$ cat src/rtl/mem_access_stage.sv
// mem_access_stage: memory stage of the rv32i pipeline, directly after the EX-stage ALU.
//
// Loads and stores use alu_result as the effective address and run one request/ready
// handshake on a single-port data memory. Every other op passes alu_result straight
// through to a registered writeback packet, one per cycle.
//
// Ports
//   clk, r            core clock; asynchronous active-high reset
//   ex_valid, op_code, func3, alu_result, store_data, rd_in
//                     instruction presented by EX
//   mem_stall         high while an access is in flight; upstream holds EX stable
//   dmem_req/we/addr/wdata/be
//                     registered memory request (word address, lane-replicated data)
//   dmem_ready, dmem_rdata
//                     memory completion and read data
//   wb_valid, wb_rd, wb_data
//                     registered writeback packet (one-cycle pulse)
//   bus_err           one-cycle pulse on access timeout (or misaligned access, see below)
//
// Build option
//   MISALIGN_TRAP_EN  when defined, a misaligned half/word access issues no request and
//                     pulses bus_err instead. When undefined, low address bits are ignored
//                     according to the access size.
module mem_access_stage #(
    parameter int unsigned TIMEOUT_CYCLES = 255
) (
    input  logic        clk,
    input  logic        r,
    input  logic        ex_valid,
    input  logic [6:0]  op_code,
    input  logic [2:0]  func3,
    input  logic [31:0] alu_result,
    input  logic [31:0] store_data,
    input  logic [4:0]  rd_in,
    output logic        mem_stall,
    output logic        dmem_req,
    output logic        dmem_we,
    output logic [31:0] dmem_addr,
    output logic [31:0] dmem_wdata,
    output logic [3:0]  dmem_be,
    input  logic        dmem_ready,
    input  logic [31:0] dmem_rdata,
    output logic        wb_valid,
    output logic [4:0]  wb_rd,
    output logic [31:0] wb_data,
    output logic        bus_err
);

    localparam logic [6:0]  OpLoad   = 7'b0000011;
    localparam logic [6:0]  OpStore  = 7'b0100011;
    localparam logic [6:0]  OpBranch = 7'b1100011;
    localparam logic [15:0] TmoLast  = 16'(TIMEOUT_CYCLES - 1);

    typedef enum logic {StIdle, StBusy} state_e;

    state_e      state_q, state_d;
    logic [15:0] cnt_q, cnt_d;
    logic        is_load_q, is_load_d;
    logic [2:0]  func3_q, func3_d;
    logic [1:0]  addr_lo_q, addr_lo_d;
    logic [4:0]  rd_q, rd_d;
    logic        dmem_req_q, dmem_req_d;
    logic        dmem_we_q, dmem_we_d;
    logic [31:0] dmem_addr_q, dmem_addr_d;
    logic [31:0] dmem_wdata_q, dmem_wdata_d;
    logic [3:0]  dmem_be_q, dmem_be_d;
    logic        wb_valid_q, wb_valid_d;
    logic [4:0]  wb_rd_q, wb_rd_d;
    logic [31:0] wb_data_q, wb_data_d;
    logic        bus_err_q, bus_err_d;

    logic        is_load, is_store, is_branch, misalign;
    logic [3:0]  st_be;
    logic [31:0] st_wdata;
    logic [7:0]  ld_byte;
    logic [15:0] ld_half;
    logic [31:0] ld_data;

    assign is_load   = (op_code == OpLoad);
    assign is_store  = (op_code == OpStore);
    assign is_branch = (op_code == OpBranch);

`ifdef MISALIGN_TRAP_EN
    logic acc_byte, acc_half;
    // Unknown funct3 encodings fall into the word class.
    assign acc_byte = (func3 == 3'b000) || (is_load && func3 == 3'b100);
    assign acc_half = (func3 == 3'b001) || (is_load && func3 == 3'b101);
    assign misalign = acc_byte ? 1'b0 :
                      acc_half ? alu_result[0] : (alu_result[1:0] != 2'b00);
`else
    assign misalign = 1'b0;
`endif

    // Store lane steering; anything that is not sb/sh is a full-word store.
    always_comb begin
        st_be    = 4'b1111;
        st_wdata = store_data;
        case (func3)
            3'b000: begin
                st_be    = 4'b0001 << alu_result[1:0];
                st_wdata = {4{store_data[7:0]}};
            end
            3'b001: begin
                st_be    = alu_result[1] ? 4'b1100 : 4'b0011;
                st_wdata = {2{store_data[15:0]}};
            end
            default: ;
        endcase
    end

    // Load formatting uses the latched funct3 and address offset.
    always_comb begin
        ld_byte = dmem_rdata[{addr_lo_q, 3'b000} +: 8];
        ld_half = addr_lo_q[1] ? dmem_rdata[31:16] : dmem_rdata[15:0];
        case (func3_q)
            3'b000:  ld_data = {{24{ld_byte[7]}}, ld_byte};
            3'b001:  ld_data = {{16{ld_half[15]}}, ld_half};
            3'b100:  ld_data = {24'b0, ld_byte};
            3'b101:  ld_data = {16'b0, ld_half};
            default: ld_data = dmem_rdata;
        endcase
    end

    always_comb begin
        state_d      = state_q;
        cnt_d        = cnt_q;
        is_load_d    = is_load_q;
        func3_d      = func3_q;
        addr_lo_d    = addr_lo_q;
        rd_d         = rd_q;
        dmem_req_d   = dmem_req_q;
        dmem_we_d    = dmem_we_q;
        dmem_addr_d  = dmem_addr_q;
        dmem_wdata_d = dmem_wdata_q;
        dmem_be_d    = dmem_be_q;
        wb_valid_d   = 1'b0;
        wb_rd_d      = wb_rd_q;
        wb_data_d    = wb_data_q;
        bus_err_d    = 1'b0;

        unique case (state_q)
            StIdle: begin
                if (ex_valid) begin
                    if (is_load || is_store) begin
                        if (misalign) begin
                            bus_err_d = 1'b1;
                        end else begin
                            state_d      = StBusy;
                            cnt_d        = '0;
                            is_load_d    = is_load;
                            func3_d      = func3;
                            addr_lo_d    = alu_result[1:0];
                            rd_d         = rd_in;
                            dmem_req_d   = 1'b1;
                            dmem_we_d    = is_store;
                            dmem_addr_d  = {alu_result[31:2], 2'b00};
                            dmem_be_d    = is_store ? st_be : 4'b1111;
                            dmem_wdata_d = st_wdata;
                        end
                    end else begin
                        // Branches still update the packet fields but never assert valid.
                        wb_valid_d = ~is_branch;
                        wb_rd_d    = rd_in;
                        wb_data_d  = alu_result;
                    end
                end
            end
            StBusy: begin
                if (dmem_ready) begin
                    state_d    = StIdle;
                    dmem_req_d = 1'b0;
                    dmem_we_d  = 1'b0;
                    if (is_load_q) begin
                        wb_valid_d = 1'b1;
                        wb_rd_d    = rd_q;
                        wb_data_d  = ld_data;
                    end
                end else if (cnt_q == TmoLast) begin
                    state_d    = StIdle;
                    dmem_req_d = 1'b0;
                    dmem_we_d  = 1'b0;
                    bus_err_d  = 1'b1;
                end else begin
                    cnt_d = cnt_q + 16'd1;
                end
            end
            default: ;
        endcase
    end

    always_ff @(posedge clk or posedge r) begin
        if (r) begin
            state_q      <= StIdle;
            cnt_q        <= '0;
            is_load_q    <= 1'b0;
            func3_q      <= '0;
            addr_lo_q    <= '0;
            rd_q         <= '0;
            dmem_req_q   <= 1'b0;
            dmem_we_q    <= 1'b0;
            dmem_addr_q  <= '0;
            dmem_wdata_q <= '0;
            dmem_be_q    <= '0;
            wb_valid_q   <= 1'b0;
            wb_rd_q      <= '0;
            wb_data_q    <= '0;
            bus_err_q    <= 1'b0;
        end else begin
            state_q      <= state_d;
            cnt_q        <= cnt_d;
            is_load_q    <= is_load_d;
            func3_q      <= func3_d;
            addr_lo_q    <= addr_lo_d;
            rd_q         <= rd_d;
            dmem_req_q   <= dmem_req_d;
            dmem_we_q    <= dmem_we_d;
            dmem_addr_q  <= dmem_addr_d;
            dmem_wdata_q <= dmem_wdata_d;
            dmem_be_q    <= dmem_be_d;
            wb_valid_q   <= wb_valid_d;
            wb_rd_q      <= wb_rd_d;
            wb_data_q    <= wb_data_d;
            bus_err_q    <= bus_err_d;
        end
    end

    assign mem_stall  = (state_q == StBusy);
    assign dmem_req   = dmem_req_q;
    assign dmem_we    = dmem_we_q;
    assign dmem_addr  = dmem_addr_q;
    assign dmem_wdata = dmem_wdata_q;
    assign dmem_be    = dmem_be_q;
    assign wb_valid   = wb_valid_q;
    assign wb_rd      = wb_rd_q;
    assign wb_data    = wb_data_q;
    assign bus_err    = bus_err_q;

endmodule

$ cat config.mk
export PLATFORM = sky130hd
export DESIGN_NAME = mem_access_stage
export DESIGN_NICKNAME = d
export VERILOG_FILES = /design/src/rtl/mem_access_stage.sv
export SDC_FILE = /design/constraint.sdc
export NUM_CORES = 1
export LEC_CHECK = 0
export CAP_MARGIN = 20
export CORE_MARGIN = 2
export CORE_UTILIZATION = 51
export CTS_BUF_LIST = sky130_fd_sc_hd__clkbuf_4
export DETAILED_ROUTE_END_ITERATION = 16
export GPL_TIMING_DRIVEN = 0
export MAX_ROUTING_LAYER = met4
export PLACE_DENSITY = 0.89
export SYNTH_ARGS = -nofsm -noshare
export SYNTH_HDL_FRONTEND = slang
export SYNTH_SLANG_ARGS = --single-unit
export TNS_END_PERCENT = 20
$ cat constraint.sdc
create_clock -name clk -period 12.01 [get_ports clk]
set_clock_uncertainty 0.05 [all_clocks]
set_input_delay 1.201 -clock clk [delete_from_list [all_inputs] [get_ports clk]]
set_output_delay 1.201 -clock clk [all_outputs]
set_load 0.01 [all_outputs]
-- Word-level counts from Yosys, hierarchy flattened
Cells that the tools add are included.
- flip-flop bits (word level): 135
- input bits: 115
- output and inout port bits: 110
- add/subtract/negate cells: 1
- eq/ne operators: 16
- shift-type cells: 2
- muxes and demuxes: 42
- bitwise operators: 2
- reductions and logical operators: 7
- operators by type and width (kind ; count):
    $mux W32 ; 4
    $pmux W32 S2 ; 2
    $pmux W32 S4 ; 1
    $mux W16 ; 5
    $pmux W16 S2 ; 1
    $shiftx A32 B6 Y8 ; 1
    $mux W5 ; 4
    $add A16 B1 Y16 const B ; 1
    $eq A16 B8 Y1 const B ; 1
    $mux W1 ; 16
    $ne A2 B2 Y1 const B ; 6
    $pmux W1 S2 ; 5
    $pmux W5 S2 ; 1
    $mux W4 ; 2
    $pmux W4 S2 ; 1
    $reduce_and A4 Y1 ; 2
    $eq A7 B2 Y1 const B ; 1
    $eq A7 B6 Y1 const B ; 1
    $eq A7 B7 Y1 const B ; 1
    $eq A3 B1 Y1 const B ; 2
    $eq A3 B3 Y1 const B ; 2
    $logic_not A3 Y1 ; 2
    $reduce_and A3 Y1 ; 2
    $shl A1 B2 Y4 const A ; 1
    4 further kinds ; 5

-- Logic depth before layout (Yosys ltp)
- depth after elaboration: 5
- depth in mapped cells: 8
- gate-level depth less buffers: 7

-- Least setup slack after synthesis
OpenSTA, ideal clock, no wires.
- path kind: input -> register
- start point: input port op_code[2]
- end point: register cnt_q[7]
- setup time: 66 ps
- arrival: 2671 ps
- data required time: 11894 ps
- path slack: 9223 ps
- stages on the path: 5
- buffers on the path: 0
- cell sequence: nand4bb_4 o21a_4 or4_4 or4_1 nand2_1
- longest elaborated chain between the ends: 4
- elaborated cells on any way between the ends: 5
- RTL lines (what ; line ; text):
    start, declared ; 30 ; input logic [6:0] op_code,
    $eq A7 B2 Y1 / $eq A7 B6 Y1 (equally long branches) ; 79, 80 ;
    $logic_or A1 B1 Y1 (*) ; 144 ; if (is_load || is_store) begin
    $ne A2 B2 Y1 (no source line) (*) ; - ;
    $reduce_and A4 Y1 (no source line) (*) ; - ;
    end signal, assigned ; 210 ; cnt_q <= cnt_d;
    end, declared ; 57 ; logic [15:0] cnt_q, cnt_d;
Every way passes the cells marked *; elsewhere a longest branch is shown, timed or not.
A chain may end at the register's enable or synchronous reset.

-- Worst setup path in the final report
- start point: input port op_code[4]
- end point: register is_load_q
- longest elaborated chain between the ends: 3
- elaborated cells on any way between the ends: 4
- RTL lines (what ; line ; text):
    $eq A7 B2 Y1 / $eq A7 B6 Y1 (equally long branches) ; 79, 80 ;
    $logic_or A1 B1 Y1 ; 144 ;
    $reduce_and A3 Y1 (no source line) ; - ;
    end signal, assigned ; 211 ; is_load_q <= is_load_d;
    end, declared ; 58 ; logic is_load_q, is_load_d;
Several ways; a longest one is shown, not always the timed one.

==> results.md <==
* CTS tree: built
* Aggregate global routing overflow at 0
* Avg Vias per Cell at 5.70
* Worst path setup slack after routing at 8.88 ns
* Clock transition at the registers of the reported paths at 0.11 ns
* Cell area power density at 125 nW/µm²
* Global Route met3 Usage at 7.46%
* Worst stage delay on the critical path at 0.43 ns
* Total of hold buffers inserted after clock tree synthesis at 0
* Routed length per placed instance at 18.5 µm
* Maximum clock frequency at 319 MHz
* Antenna violations before repair at 1
* VDD IR max at 76.3 µV
* Area Growth Syn to Fin at 42.0%
* Result of the run: finished, final reports clean
* Die Footprint at 13,800 µm²
* Starting DRT DRC Count at 679
* RSZ-0062 raised after global routing: false
* Part of the Yosys area used for sequential elements at 51.3%
* Reported leakage power at 4.13 nW
* DRT antenna net count at 0
* Shortest clock period the worst path allows after layout at 3.13 ns
* Summed negative setup slack over all endpoints at 0 ns
* Number of synthesis warnings at 0
* Synthesized cell area at 6590 µm²
* Kind of cell with the highest combined delay on the critical path: buffers and inverters
* Slew at the pin with the worst max-slew slack at 0.986 ns
* IO Pins at 225
* Most used DFF post-synth: dfrtp_1
* Post-layout nets at 1,103
* CP most frequent cell: clkbuf_1
* Commonest cells after routing, fill and taps aside: 229 x nand2_1, 222 x clkdlybuf4s50_1, 135 x dfrtp_1
* Pins Over Slew Limit at 0
* Clock network latency to the later pin of the worst-skew pair at 0.56 ns
* Required time at the worst-slack endpoint at 12.43 ns
* Die boundary height at 118 µm
* Async set or reset register ratio after synthesis at 100%
* Total half-perimeter wirelength after legalization and detailed placement at 15.9 mm
* Final cycle utilization of the critical path at 26.1%
* Maximum number of pins on one net before global-route repair at 81
* Hold slack at 0.433 ns
* All-layer global routing usage at 32.2%
* Average instance area after synthesis at 8.86 µm²
* GR Layer Usage met2 at 51.1%
* Wire length of the first global-routing pass at 34.1 mm
* Via count of the first global-routing pass at 6,585
* Number of buffers inserted during clock tree synthesis at 17
* FP Rows at 41
* Die Span X at 118 µm
* Final count of negative-setup-slack endpoints at 0
* Final Non-Filler Cells at 1,172
* Vias after detailed routing at 6,684
* Worst-case headroom to the max-slew limit at 32.6%
* Worst Setup Path Type: input port to flop
* Met1 Resource Use GR at 39.5%
* Most common cell after layout, fill and taps aside: nand2_1
* H-tree depth at 4
* FF+latch count, synth at 135
* Hold violation count in the final report at 0
* Hold Path Class: flop to flop
* Type of element capturing the critical path: flop
* Starting density of the core at 52.2%
* Master cell of the clock root buffer: clkbuf_4
* Cell-by-cell trace of the critical path: clkdlybuf4s50_1 > or2_4 > nor2_1 > nand3_1 > clkbuf_1 > clkbuf_1 > o21ai_0
* Distinct cell type count of the synthesized netlist at 51
* 1st-pass router iterations at 5
* Layer carrying the most global-route usage: met2
* Routability cong. at 0.980
* Arrival time of data at the critical path endpoint at 3.55 ns
* Max capacitance violation total at 0
* Resized cells post-CTS at 0
* # DRC at 0
* Instance count of the mapped netlist at 743
* Total of buffers placed on input and output ports at 222
* Number of enable flip-flop cells after synthesis at 0
* Routed wire length at 21.6 mm
* Total placed cells including tap cells at 1,139
* Critical-path maximum fanout at 10
* Maximum buffer depth of the clock tree at 2
* Layout cells sized above 1 at 4.90%
* Post-CTS Setup Inserts at 0
* Worst Setup Start Kind: input port
* Cell type of the slowest stage on the worst timing path: clkdlybuf4s50_1
* Number of sinks handled by clock tree synthesis at 135
* Worst path buffer plus inverter count at 3
* Dpl ws at 8.35 ns
* Area of the core at 12,600 µm²
tightest hold or removal path, delay by kind of cell, from the launching register on:
| family | cells | cell delay (ns) |
|---|---|---|
| flip-flops | 1 | 0.36 |
| AND/OR/NAND/NOR | 2 | 0.10 |
report_power, final:
part	switching (W)	internal, W	leakage, nW
clock	0.000174	0.000144	0.155
sequential	0.0000347	0.000508	1.75
combinational	0.000149	0.000163	2.23
cell families (layout without fill, tap and decap cells):
| kind of cell | after synthesis | after routing | share of synthesized area, % |
|---|---|---|---|
| AO/OA/AOI/OAI | 199 | 199 | 17.7 |
| XOR/XNOR | 6 | 6 | 0.798 |
| adder cells (fa/ha/maj) | 2 | 2 | 0.380 |
| buffers and inverters | 56 | 311 | 3.50 |
| flip-flops | 135 | 135 | 51.3 |
| multiplexers | 40 | 40 | 6.46 |
| other | 1 | 3 | 0.0569 |
| AND/OR/NAND/NOR | 304 | 304 | 19.8 |
state kept, by name (all words and copies together), names as in the netlist, 2 cells and up:
name	count
dmem_wdata	32
wb_data	32
dmem_addr	30
cnt_q	16
rd_q	5
wb_rd	5
dmem_be	4
func3_q	3
addr_lo_q	2
cells in the mapped netlist (5+ instances only):
cell type	number	area, µm²
dfrtp_1	135	3380
a21oi_1	47	235
inv_1	5	18.8
o21ai_0	99	495
nand3_1	10	50.1
mux2i_1	38	380
o21bai_1	6	45.0
nand4_1	9	56.3
a22o_1	9	78.8
a221oi_1	9	78.8
nor2_1	25	93.8
nand2_1	229	860
nor3_1	5	25.0
o31a_1	7	61.3
o211ai_1	9	67.6
clkbuf_1	42	158
xor2_1	6	52.6
metal layers:
layer	routed length, µm	vias to the layer above	part of all wire (%)
met5	0	-	0
met4	822	0	3.8
met3	1780	68	8.2
met2	10300	369	48
met1	8720	3187	40
li1	-	3060	-
worst paths after layout:
path	start	to	slack [ns]	depth (start not counted)
setup / recovery	op_code[4]	is_load_q	8.88	7
hold / removal	dmem_be[1]	dmem_be[1]	0.43	2
setup reg to reg	mem_stall	wb_data[16]	9.49	6
hold reg to reg	dmem_be[1]	dmem_be[1]	0.43	2
max in group asynchronous	r	wb_data[5]	10.15	3
min in group asynchronous	r	dmem_wdata[29]	0.99	2
through the flow:
step | utilization [%] | total power (W) | area, µm²
CTS | 74.1 | 0.00117 | 9350
global placement | 71.5 | 0.000846 | 9030
detailed placement | 71.8 | 0.000858 | 9060
global route | 74.1 | 0.00122 | 9350
floorplan | - | 0.000679 | 6590
finish | 74.1 | 0.00117 | 9350
area by class of cell:
class,instances,area (µm²)
clock inverter,14,158
multi-input combinational,553,2980
buffer,50,208
clock buffer,18,135
tap,172,215
fill,935,3270
timing repair buffer,223,2250
sequential,135,3380
inverter,6,27.5
antenna,1,2.50
No activity file was read; power rests on OpenSTA's default activity.
